### src/rtl/y86_pkg.sv
// Shared Y86-64 definitions: condition function codes, CC bit layout, reset flags.
package y86_pkg;

    // jXX / cmovXX condition function codes (ifun field)
    typedef enum logic [3:0] {
        C_YES = 4'd0,
        C_LE  = 4'd1,
        C_L   = 4'd2,
        C_E   = 4'd3,
        C_NE  = 4'd4,
        C_GE  = 4'd5,
        C_G   = 4'd6
    } cond_e;

    // Bit positions inside the {ZF,SF,OF} condition-code vector
    localparam int unsigned ZF = 2;
    localparam int unsigned SF = 1;
    localparam int unsigned OF = 0;

    // Architectural reset value of the flags: ZF set, SF/OF clear
    localparam logic [2:0] CC_RST_DEFAULT = 3'b100;

endpackage

### src/rtl/cond_eval.sv
// Combinational jXX/cmovXX condition evaluator: ifun + stored flags -> cnd, err.
module cond_eval
    import y86_pkg::*;
(
    input  logic [3:0] ifun,
    input  logic [2:0] cc,
    input  logic       valid,
    output logic       cnd,
    output logic       err
);

    logic zf;
    logic sf;
    logic of;
    logic lt;

    assign zf = cc[ZF];
    assign sf = cc[SF];
    assign of = cc[OF];
    assign lt = sf ^ of;

    // Decode the condition; undefined codes give cnd=0 and flag an error on real instructions
    always_comb begin
        cnd = 1'b0;
        err = 1'b0;
        case (ifun)
            C_YES:   cnd = 1'b1;
            C_LE:    cnd = lt | zf;
            C_L:     cnd = lt;
            C_E:     cnd = zf;
            C_NE:    cnd = ~zf;
            C_GE:    cnd = ~lt;
            C_G:     cnd = ~lt & ~zf;
            default: err = valid;
        endcase
    end

endmodule

### src/rtl/cc_unit.sv
// Y86-64 execute-stage condition-code register, condition evaluation and E->M Cnd slot.
module cc_unit
    import y86_pkg::*;
#(
    parameter logic [2:0]  CC_RST = CC_RST_DEFAULT,
    parameter int unsigned W      = 64
) (
    input  logic         clk,
    input  logic         rst,
    input  logic         set_cc,
    input  logic         kill_cc,
    input  logic [W-1:0] alu_res,
    input  logic         alu_over,
    input  logic [3:0]   e_ifun,
    input  logic         e_valid,
    input  logic         m_stall,
    input  logic         m_bubble,
    output logic [2:0]   cc_out,
    output logic         e_cnd,
    output logic         e_cond_err,
    output logic         m_cnd,
    output logic         m_valid
);

    logic [2:0] cc_q;

    assign cc_out = cc_q;

    // Condition evaluated against flags as registered at the start of the cycle (no bypass)
    cond_eval u_cond_eval (
        .ifun  (e_ifun),
        .cc    (cc_q),
        .valid (e_valid),
        .cnd   (e_cnd),
        .err   (e_cond_err)
    );

    // CC register: capture flags from a retiring OPq unless a later-stage exception kills it
    always_ff @(posedge clk) begin
        if (rst) begin
            cc_q <= CC_RST;
        end else if (set_cc && !kill_cc) begin
            cc_q[ZF] <= (alu_res == '0);
            cc_q[SF] <= alu_res[W-1];
            cc_q[OF] <= alu_over;
        end
    end

    // E->M slot: bubble beats stall; a bubble in E never carries a taken Cnd
    always_ff @(posedge clk) begin
        if (rst) begin
            m_cnd   <= 1'b0;
            m_valid <= 1'b0;
        end else if (m_bubble) begin
            m_cnd   <= 1'b0;
            m_valid <= 1'b0;
        end else if (!m_stall) begin
            m_cnd   <= e_cnd & e_valid;
            m_valid <= e_valid;
        end
    end

endmodule
### config.mk
export PLATFORM = sky130hd
export DESIGN_NAME = cc_unit
export DESIGN_NICKNAME = d
export VERILOG_FILES = /design/src/rtl/y86_pkg.sv /design/src/rtl/cond_eval.sv /design/src/rtl/cc_unit.sv
export SDC_FILE = /design/constraint.sdc
export NUM_CORES = 1
export LEC_CHECK = 0
export CAP_MARGIN = 20
export CORE_MARGIN = 2
export CORE_UTILIZATION = 19
export DETAILED_ROUTE_END_ITERATION = 12
export PLACE_DENSITY_LB_ADDON = 0.3
export SLEW_MARGIN = 10
export SYNTH_ARGS = -nofsm -noshare
export SYNTH_HDL_FRONTEND = slang
export SYNTH_SLANG_ARGS = --single-unit
### constraint.sdc
create_clock -name clk -period 1.75 [get_ports clk]
set_clock_uncertainty 0.15 [all_clocks]
set_input_delay 0.4375 -clock clk [delete_from_list [all_inputs] [get_ports clk]]
set_output_delay 0.4375 -clock clk [all_outputs]
set_load 0.02 [all_outputs]
After elaboration in Yosys (flattened, before gate mapping) --
Cells that the tools add are included.
Word-level totals: register bits 5, input bits 76, output and inout port bits 7
Operators by class: equal/unequal tests 6, mux-type cells 2, bitwise gates (word level) 6, reductions and logical operators 6
Operators with widths (number):
- $logic_not 64->1 | 1
- $eq 4x3->1 const B | 3
- $eq 4x2->1 const B | 2
- $pmux 1 s7 | 1
- $reduce_or 7->1 | 1
- $eq 4x1->1 const B | 1
- $logic_not 4->1 | 1
- $and 1x1->1 | 2
- $not 1->1 | 2
- $reduce_or 2->1 | 1
- $logic_and 1x1->1 | 1
- $logic_not 1->1 | 1
- $mux 1 | 1
- $or 1x1->1 | 1
- $xor 1x1->1 | 1

Longest topological paths before layout --
Gate-level depths: netlist of the first run.
depth in word-level cells 5, depth in mapped cells 4, gate-level depth less buffers 4

By module --
Synthesis of the first run repeated with hierarchy kept, for this count alone.
Second synthesis, totals: cells, all modules 52, area total of the unflattened synthesis 425.4 um2
By module, submodules not included:
- cc_unit | times used 1, cells an instance 40, area each 331.6 um2
- cond_eval | times used 1, cells an instance 12, area each 93.8 um2

Least setup slack after synthesis of the first run --
No wires, ideal clock.
kind flip-flop to output port, from reg cc_q[0], in the netlist cc_out[0], to out e_cnd, arrival 1.206 ns, required time 1.162 ns, path slack -0.044 ns, cell stages (with the launch flop) 5, path buffers 0, cells stage by stage dfxtp_1 -> xnor2_1 -> mux2i_1 -> a2bb2oi_1 -> nor2_1
On the way: word-level cells in the longest chain between the ends 4
Ends and longest elaborated chain:
- start, declared | RTL line cc_unit.sv:25 | logic [2:0] cc_q;
- start signal, assigned by index | RTL line cc_unit.sv:43 | cc_q[ZF] <= (alu_res == '0);
- start signal, assigned by index | RTL line cc_unit.sv:44 | cc_q[SF] <= alu_res[W-1];
- start signal, assigned by index | RTL line cc_unit.sv:45 | cc_q[OF] <= alu_over;
- $xor 1x1->1 (*) | RTL line cond_eval.sv:20 | assign lt = sf ^ of;
- $not 1->1 | RTL line cond_eval.sv:32, cond_eval.sv:33
- $and 1x1->1 | RTL line cond_eval.sv:33 | C_G: cnd = ~lt & ~zf;
- $pmux 1 s7 (*) | RTL line cond_eval.sv:26 | case (ifun)
- end, declared | RTL line cc_unit.sv:19 | output logic e_cnd,
Mark *: on every way between the ends. The rest lies on a longest branch, timed or not.

Worst setup path after layout of the first run --
from reg cc_q[1], in the netlist cc_out[1], to out e_cnd
Same word-level chain as after synthesis.

==> results of run 1 <==
[layout make-up]
| cell class | instances | area (um^2) | area share [%] |
|---|---|---|---|
| timing repair buffer | 92 | 885 | 60.9 |
| multi-input combinational | 49 | 400 | 27.6 |
| clock inverter | 1 | 5.00 | 0.345 |
| tap | 28 | 35.0 | 2.41 |
| inverter | 1 | 3.75 | 0.258 |
| sequential | 5 | 101 | 6.98 |
| clock buffer | 3 | 22.5 | 1.55 |
[registers in the layout, summed over array words and instances, names as in the netlist]
name / flops
cc_out: 3
m_cnd: 1
m_valid: 1
[worst min-delay path: stages (launching register included)]
cell and delay [ns]:
dfxtp_1 0.30, nand3_1 0.07, o31ai_1 0.06
[placed cells by master, fill, tap and decap left out, types with 2 or more instances in the layout]
| cell type | synthesis | final |
|---|---|---|
| a21oi_1 | 2 | 2 |
| nor4_2 | 3 | 12 |
| clkbuf_4 | 0 | 3 |
| dfxtp_1 | 5 | 4 |
| nor2_1 | 4 | 3 |
| clkdlybuf4s50_1 | 0 | 29 |
| nor4_1 | 13 | 4 |
| mux2i_1 | 4 | 4 |
| dlygate4sd2_1 | 0 | 36 |
| nand4_1 | 3 | 3 |
| buf_4 | 0 | 10 |
| dlymetal6s2s_1 | 0 | 15 |
| nand2_1 | 4 | 4 |
| nand3_1 | 3 | 3 |
| nand2b_1 | 3 | 3 |
[per-stage QoR]
stage                     std cells  setup WS (ns)  util (%)
after detailed placement        174         -0.861      62.3
final                           179         -0.222      67.0
after CTS                       179         -0.206      63.8
after floorplan                  55         0.0355         -
after global routing            179         -0.282      67.0
after global placement          174         -0.803      62.3
[worst min-delay path by stage]
| stage | startpoint | to | cells after the start |
|---|---|---|---|
| 2_1_floorplan | rst | cc_out[0]$_SDFFE_PP0P_ | 1 |
| 6_report | m_cnd$_SDFFE_PP0N_ | m_cnd$_SDFFE_PP0N_ | 2 |
| 3_3_place_gp | m_cnd$_SDFFE_PP0N_ | m_cnd$_SDFFE_PP0N_ | 2 |
| 5_1_grt | m_cnd$_SDFFE_PP0N_ | m_cnd$_SDFFE_PP0N_ | 2 |
| 3_5_place_dp | m_cnd$_SDFFE_PP0N_ | m_cnd$_SDFFE_PP0N_ | 2 |
| 4_1_cts | m_cnd$_SDFFE_PP0N_ | m_cnd$_SDFFE_PP0N_ | 2 |
[layer usage]
| metal | GRT usage [%] | share of wire (%) |
|---|---|---|
| met3 | 5.56 | 10 |
| met1 | 16.3 | 32 |
| met5 | 0 | 0 |
| met4 | 7.46 | 2.1 |
| met2 | 35.3 | 55 |
[cell families (layout without fill, tap and decap cells)]
kind of cell           Yosys count  count (layout)  share of synthesized area (%)
flip-flops                       5               5                           23.5
multiplexers                     4               4                           9.41
AO/OA/AOI/OAI                    6               6                           8.82
buffers and inverters            1              97                          0.882
XOR/XNOR                         1               1                           2.06
AND/OR/NAND/NOR                 38              38                           55.3
[power by group through the flow]
stage          sequential (mW)  combinational [mW]  clock (mW)
4_1_cts                  0.123               0.249       0.142
2_1_floorplan            0.131              0.0412           0
5_1_grt                  0.124               0.268       0.156
3_5_place_dp             0.125               0.266           0
6_report                 0.123               0.250       0.135
3_3_place_gp             0.125               0.260           0
[Yosys cell counts]
cell and instances:
and2b_1 1, nor4_1 13, nor2_1 4, a21oi_1 2, nor3_1 1, nand4_1 3, nor4_2 3, nand2b_1 3
nor2b_1 1, xnor2_1 1, o31ai_1 1, a31oi_1 1, nand2_1 4, a2bb2oi_1 1, nand3b_1 1, nand3_1 3
o21ai_1 1, or4_1 1, inv_1 1, mux2i_1 4, dfxtp_1 5
[timing repair]
action,in CTS,in global routing
buffers inserted,1,0
pin swaps,17,16
hold endpoints to repair,0,0
setup endpoints to repair,8,3
gates resized for setup,53,21
==> results.tsv, run 1 <==
metric	value	unit
status	complete, but fails checks	
violations	negative setup slack	
cp_max_fo	2	
remaining_drc_errors	0	
ys_warn_count	0	
r2r-end	m_cnd$_SDFFE_PP0N_	
syn_area_per_cell	7.73	um^2
critPathBufInv	1	
cap_viol_max_count	0	
r2r_start	cc_out[1]$_SDFFE_PP0P_	
power.density	350	nW/um^2
power.share.clock	26.6	%
relSlewSlack	84.1	%
grt_pass1_wl	3.45	mm
cp-endpoint	e_cnd	
portBuffers	82	
final-setup-viol-count	2	
p_seq_share	24.2	%
antenna_found_initial	0	
fin_crit_sh	113	%
synth_top_cells_by_area	dfxtp_1, nor4_1, mux2i_1	
place_hpwl	1.92	mm
syn_inst	55	
holdWs	0.336	ns
cp.depth	5	
end_kind	primary output	
n_antenna_cell	0	
rr_worst_depth	5	
holdBufCountCts	0	
dieWidth	51.3	um
postPlaceCellArea	1350	um^2
swShare	26.9	%
max_stage_delay	0.33	ns
drtIter0Drc	3	
core	2170	um^2
cts_tree	done	
worst_pin_slew	0.236	ns
peakVddDrop	0.220	mV
grt_overflow_total	0	
syn_area	425	um^2
hold_path_class	flip-flop to flip-flop	
gp_congestion	0.759	
start_util	19.6	%
p_switching	0.137	mW
drt_pass1_iterations	4	
rows	17	
rrSetupSlack	0.28	ns
fmax	507	MHz
grt_max_degree	6	
p_total	0.509	mW
critical_path.cell_chain	xnor2_2, mux2i_1, a2bb2oi_2, nor2_2, buf_6	
ys_ff_latch	5	
clock_latency	0.25	ns
p_leak	0.714	nW
area_growth_syn_to_layout	241	%
htreeDepth	1	
start_kind	flip-flop	
ys_types	21	
cp_data_required_time	1.16	ns
synthesis.nets	131	
dieArea	2630	um^2
yosys.area.top_type_share	23.5	%
crit_type	flip-flop to primary output	
clkTransAtPathRegs	0.05	ns
fp.dieH	51.3	um
synth_top_area_cell	dfxtp_1	
seq_area_frac_synth	23.5	%
grt_pass1_vias	865	
viasPerCell	4.73	
final_layout_size_suffix_gt1_share	21.9	%
clockBufferDepth	2	
cts.sinks	5	
setup-tns-final	-0.291	ns
rsz0062_at_grt	true	
maxSlewViolCount	0	
drtAntennaViolNets	0	
root_buffer	clkbuf_4	
min_period	1.97	ns
comb_power_share	49.2	%
setup_ws	-0.222	ns
crit_arrival	1.38	ns
routed_wl	2.24	mm
finalInstanceArea	1450	um^2
layout.nets	228	
critical_path.top_delay_family	flip-flops	
drt-wirelength-per-cell	12.5	um
numCtsBuffers	3	
ioPinCount	83	
finalHoldViolations	0	
worstSetupStartpoint	cc_out[1]$_SDFFE_PP0P_	
fillers	192	
dr_total_vias	846	
power.internal	0.372	mW
cp_slowest_cell	dfxtp_2	
track_usage	17.8	%
Note: power is estimated with default switching activity, not from simulation.
==> run 2: changes to the inputs <==
Settings changed: PLACE_DENSITY set to 0.79, PLACE_DENSITY_LB_ADDON 0.3 to unset, SYNTH_HIERARCHICAL set to 1.
==> run 2 against run 1 <==
Net effect: the run still ends with negative setup slack left; clock-buffer cell count is 1 higher; sequential share of layout area is 0.36 points higher; sequential cell count is the same; critical path depth did not move; fmax is 9.1% higher; die area unchanged; sequential power about the same; hold slack better by 0.028 ns; routed wire length down 2.4%; global-route usage fell by 0.45 points; critical endpoint unchanged; largest power group unchanged.
==> results.tsv, run 2 <==
metric	value	unit
remaining_drc_errors	0	
rsz0062_at_grt	true	
final_util	64.5	%
yosys.area.top_type_share	23.5	%
synthesis.nets	128	
start_kind	input pin	
viasPerCell	4.86	
track_usage	17.3	%
crit_type	input pin to primary output	
violations	negative setup slack	
r2r-end	m_cnd$_SDFFE_PP0N_	
cp_max_fo	7	
synth-edff-count	0	
worst_pin_slew	0.252	ns
status	complete, but fails checks	
layout.nets	221	
ys_types	22	
drtIter0Drc	7	
setup-tns-final	-0.0573	ns
ys_warn_count	6	
drtAntennaViolNets	0	
peakVddDrop	0.216	mV
critical_path.top_delay_family	simple AND/OR/NAND/NOR gates	
syn_area_per_cell	8.18	um^2
cts_tree	done	
start_util	19.6	%
hold_path_class	flip-flop to flip-flop	
gp_congestion	0.644	
maxSlewViolCount	0	
rows	17	
drt_pass1_iterations	4	
stdcell_count	172	
rrSetupSlack	0.32	ns
htreeDepth	1	
setup_ws	-0.0573	ns
finalHoldViolations	0	
fmax	553	MHz
dpl.cell_count	168	
seq_area_frac_synth	23.5	%
p_total	0.487	mW
max_stage_delay	0.26	ns
r2r_start	cc_out[2]$_SDFFE_PP1P_	
synth_top_area_cell	dfxtp_1	
ys_ff_latch	5	
fin_crit_sh	103	%
dr_total_vias	836	
holdBufCountCts	0	
hp-start	m_valid$_SDFFE_PP0N_	
final_common_cell	dlygate4sd2_1	
cap_viol_max_count	0	
min_period	1.81	ns
power.density	348	nW/um^2
syn_area	425	um^2
critPathBufInv	2	
synth_top_cells_by_area	dfxtp_1, nor4_1, nor4_2	
place_hpwl	1.86	mm
drt-wirelength-per-cell	12.7	um
critical_path.cell_chain	clkbuf_4, and4bb_2, o21ai_2, nand3_2, buf_6	
ioPinCount	83	
final_layout_size_suffix_gt1_share	25.7	%
dieArea	2630	um^2
area_growth_syn_to_layout	229	%
hold_end	m_valid$_SDFFE_PP0N_	
clkTransAtPathRegs	0.05	ns
fp.dieH	51.3	um
final_cell_mix	dlygate4sd2_1, clkdlybuf4s50_1, nor4_2, buf_4, dlymetal6s2s_1	
finalInstanceArea	1400	um^2
post-place-ws	-0.965	ns
dieWidth	51.3	um
core	2170	um^2
synth_top_cells_by_count	nor4_1, dfxtp_1, nand4_1, nor3_1, nor4_2	
root_buffer	clkbuf_4	
grt_max_degree	8	
synth_top_flop_cell	dfxtp_1	
async_flop_share	0	%
crit_arrival	1.22	ns
postCtsSetupRepairBufs	0	
p_leak	0.618	nW
synth.most_common_cell	nor4_1	
n_antenna_cell	0	
hold_depth	2	
cp_slowest_cell	and4bb_2	
cts.sinks	5	
syn_inst	52	
clockBufferDepth	2	
rr_worst_depth	6	
grt_pass1_vias	875	
portBuffers	82	
cp_data_required_time	1.16	ns
largest_reg_flops	3	
relSlewSlack	83.1	%
numCtsBuffers	3	
grt_overflow_total	0	
postPlaceCellArea	1330	um^2
holdWs	0.363	ns
final-setup-viol-count	1	
antenna_found_initial	0	
end_kind	primary output	
grt_pass1_wl	3.46	mm
clock_latency	0.24	ns
routed_wl	2.19	mm
-- run 2: worst reg2reg max path, delay by kind of cell (launching register included) --
family | cells | cell delay (ns)
buf+inv | 1 | 0.14
flops | 1 | 0.35
simple gates | 4 | 0.53
compound gates | 1 | 0.15
-- run 2: routing by layer --
| layer | global-route usage, % | share of wire (%) |
|---|---|---|
| met2 | 37.4 | 59 |
| met1 | 14.8 | 31 |
| met3 | 3.51 | 8.0 |
| met5 | 0 | 0 |
| met4 | 6.58 | 1.7 |
-- run 2: layout make-up --
class / count / area (um^2)
clock buffer: 4 / 26.3
sequential: 5 / 103
timing repair buffer: 88 / 807
inverter: 1 / 3.75
fill: 211 / 771
multi-input combinational: 46 / 424
tap: 28 / 35.0
-- run 2: logic make-up after synthesis --
kind of cell / share of synthesized area, %
mux: 4.71
buf+inv: 0.882
xor+xnor: 2.06
compound gates: 10.6
simple gates: 58.2
flops: 23.5
-- run 2: where the power goes --
group / total (mW) / leakage, nW / switching, mW / internal [mW]
Sequential: 0.126 / 0.0410 / 0.00617 / 0.120
Clock: 0.133 / 0.0150 / 0.0465 / 0.0861
Combinational: 0.228 / 0.562 / 0.0775 / 0.151
Total: 0.487 / 0.618 / 0.130 / 0.357
-- run 2: worst max-delay path by stage --
stage,end,cells past startpoint,from,slack [ns]
after global placement,e_cnd,5,e_ifun[0],-0.89
after floorplan,e_cnd,3,cc_out[0]$_SDFFE_PP0P_,0.12
after global routing,e_cnd,4,cc_out[2]$_SDFFE_PP1P_,-0.12
after CTS,e_cnd,4,cc_out[0]$_SDFFE_PP0P_,-0.07
after detailed placement,e_cnd,5,e_ifun[0],-0.97
final,e_cnd,5,e_ifun[3],-0.06
-- run 2: timing repair --
item                       in CTS  in global routing
gates resized for setup        88                 19
hold endpoints to repair        0                  0
setup endpoints to repair       9                  2
pin swaps                      20                 15
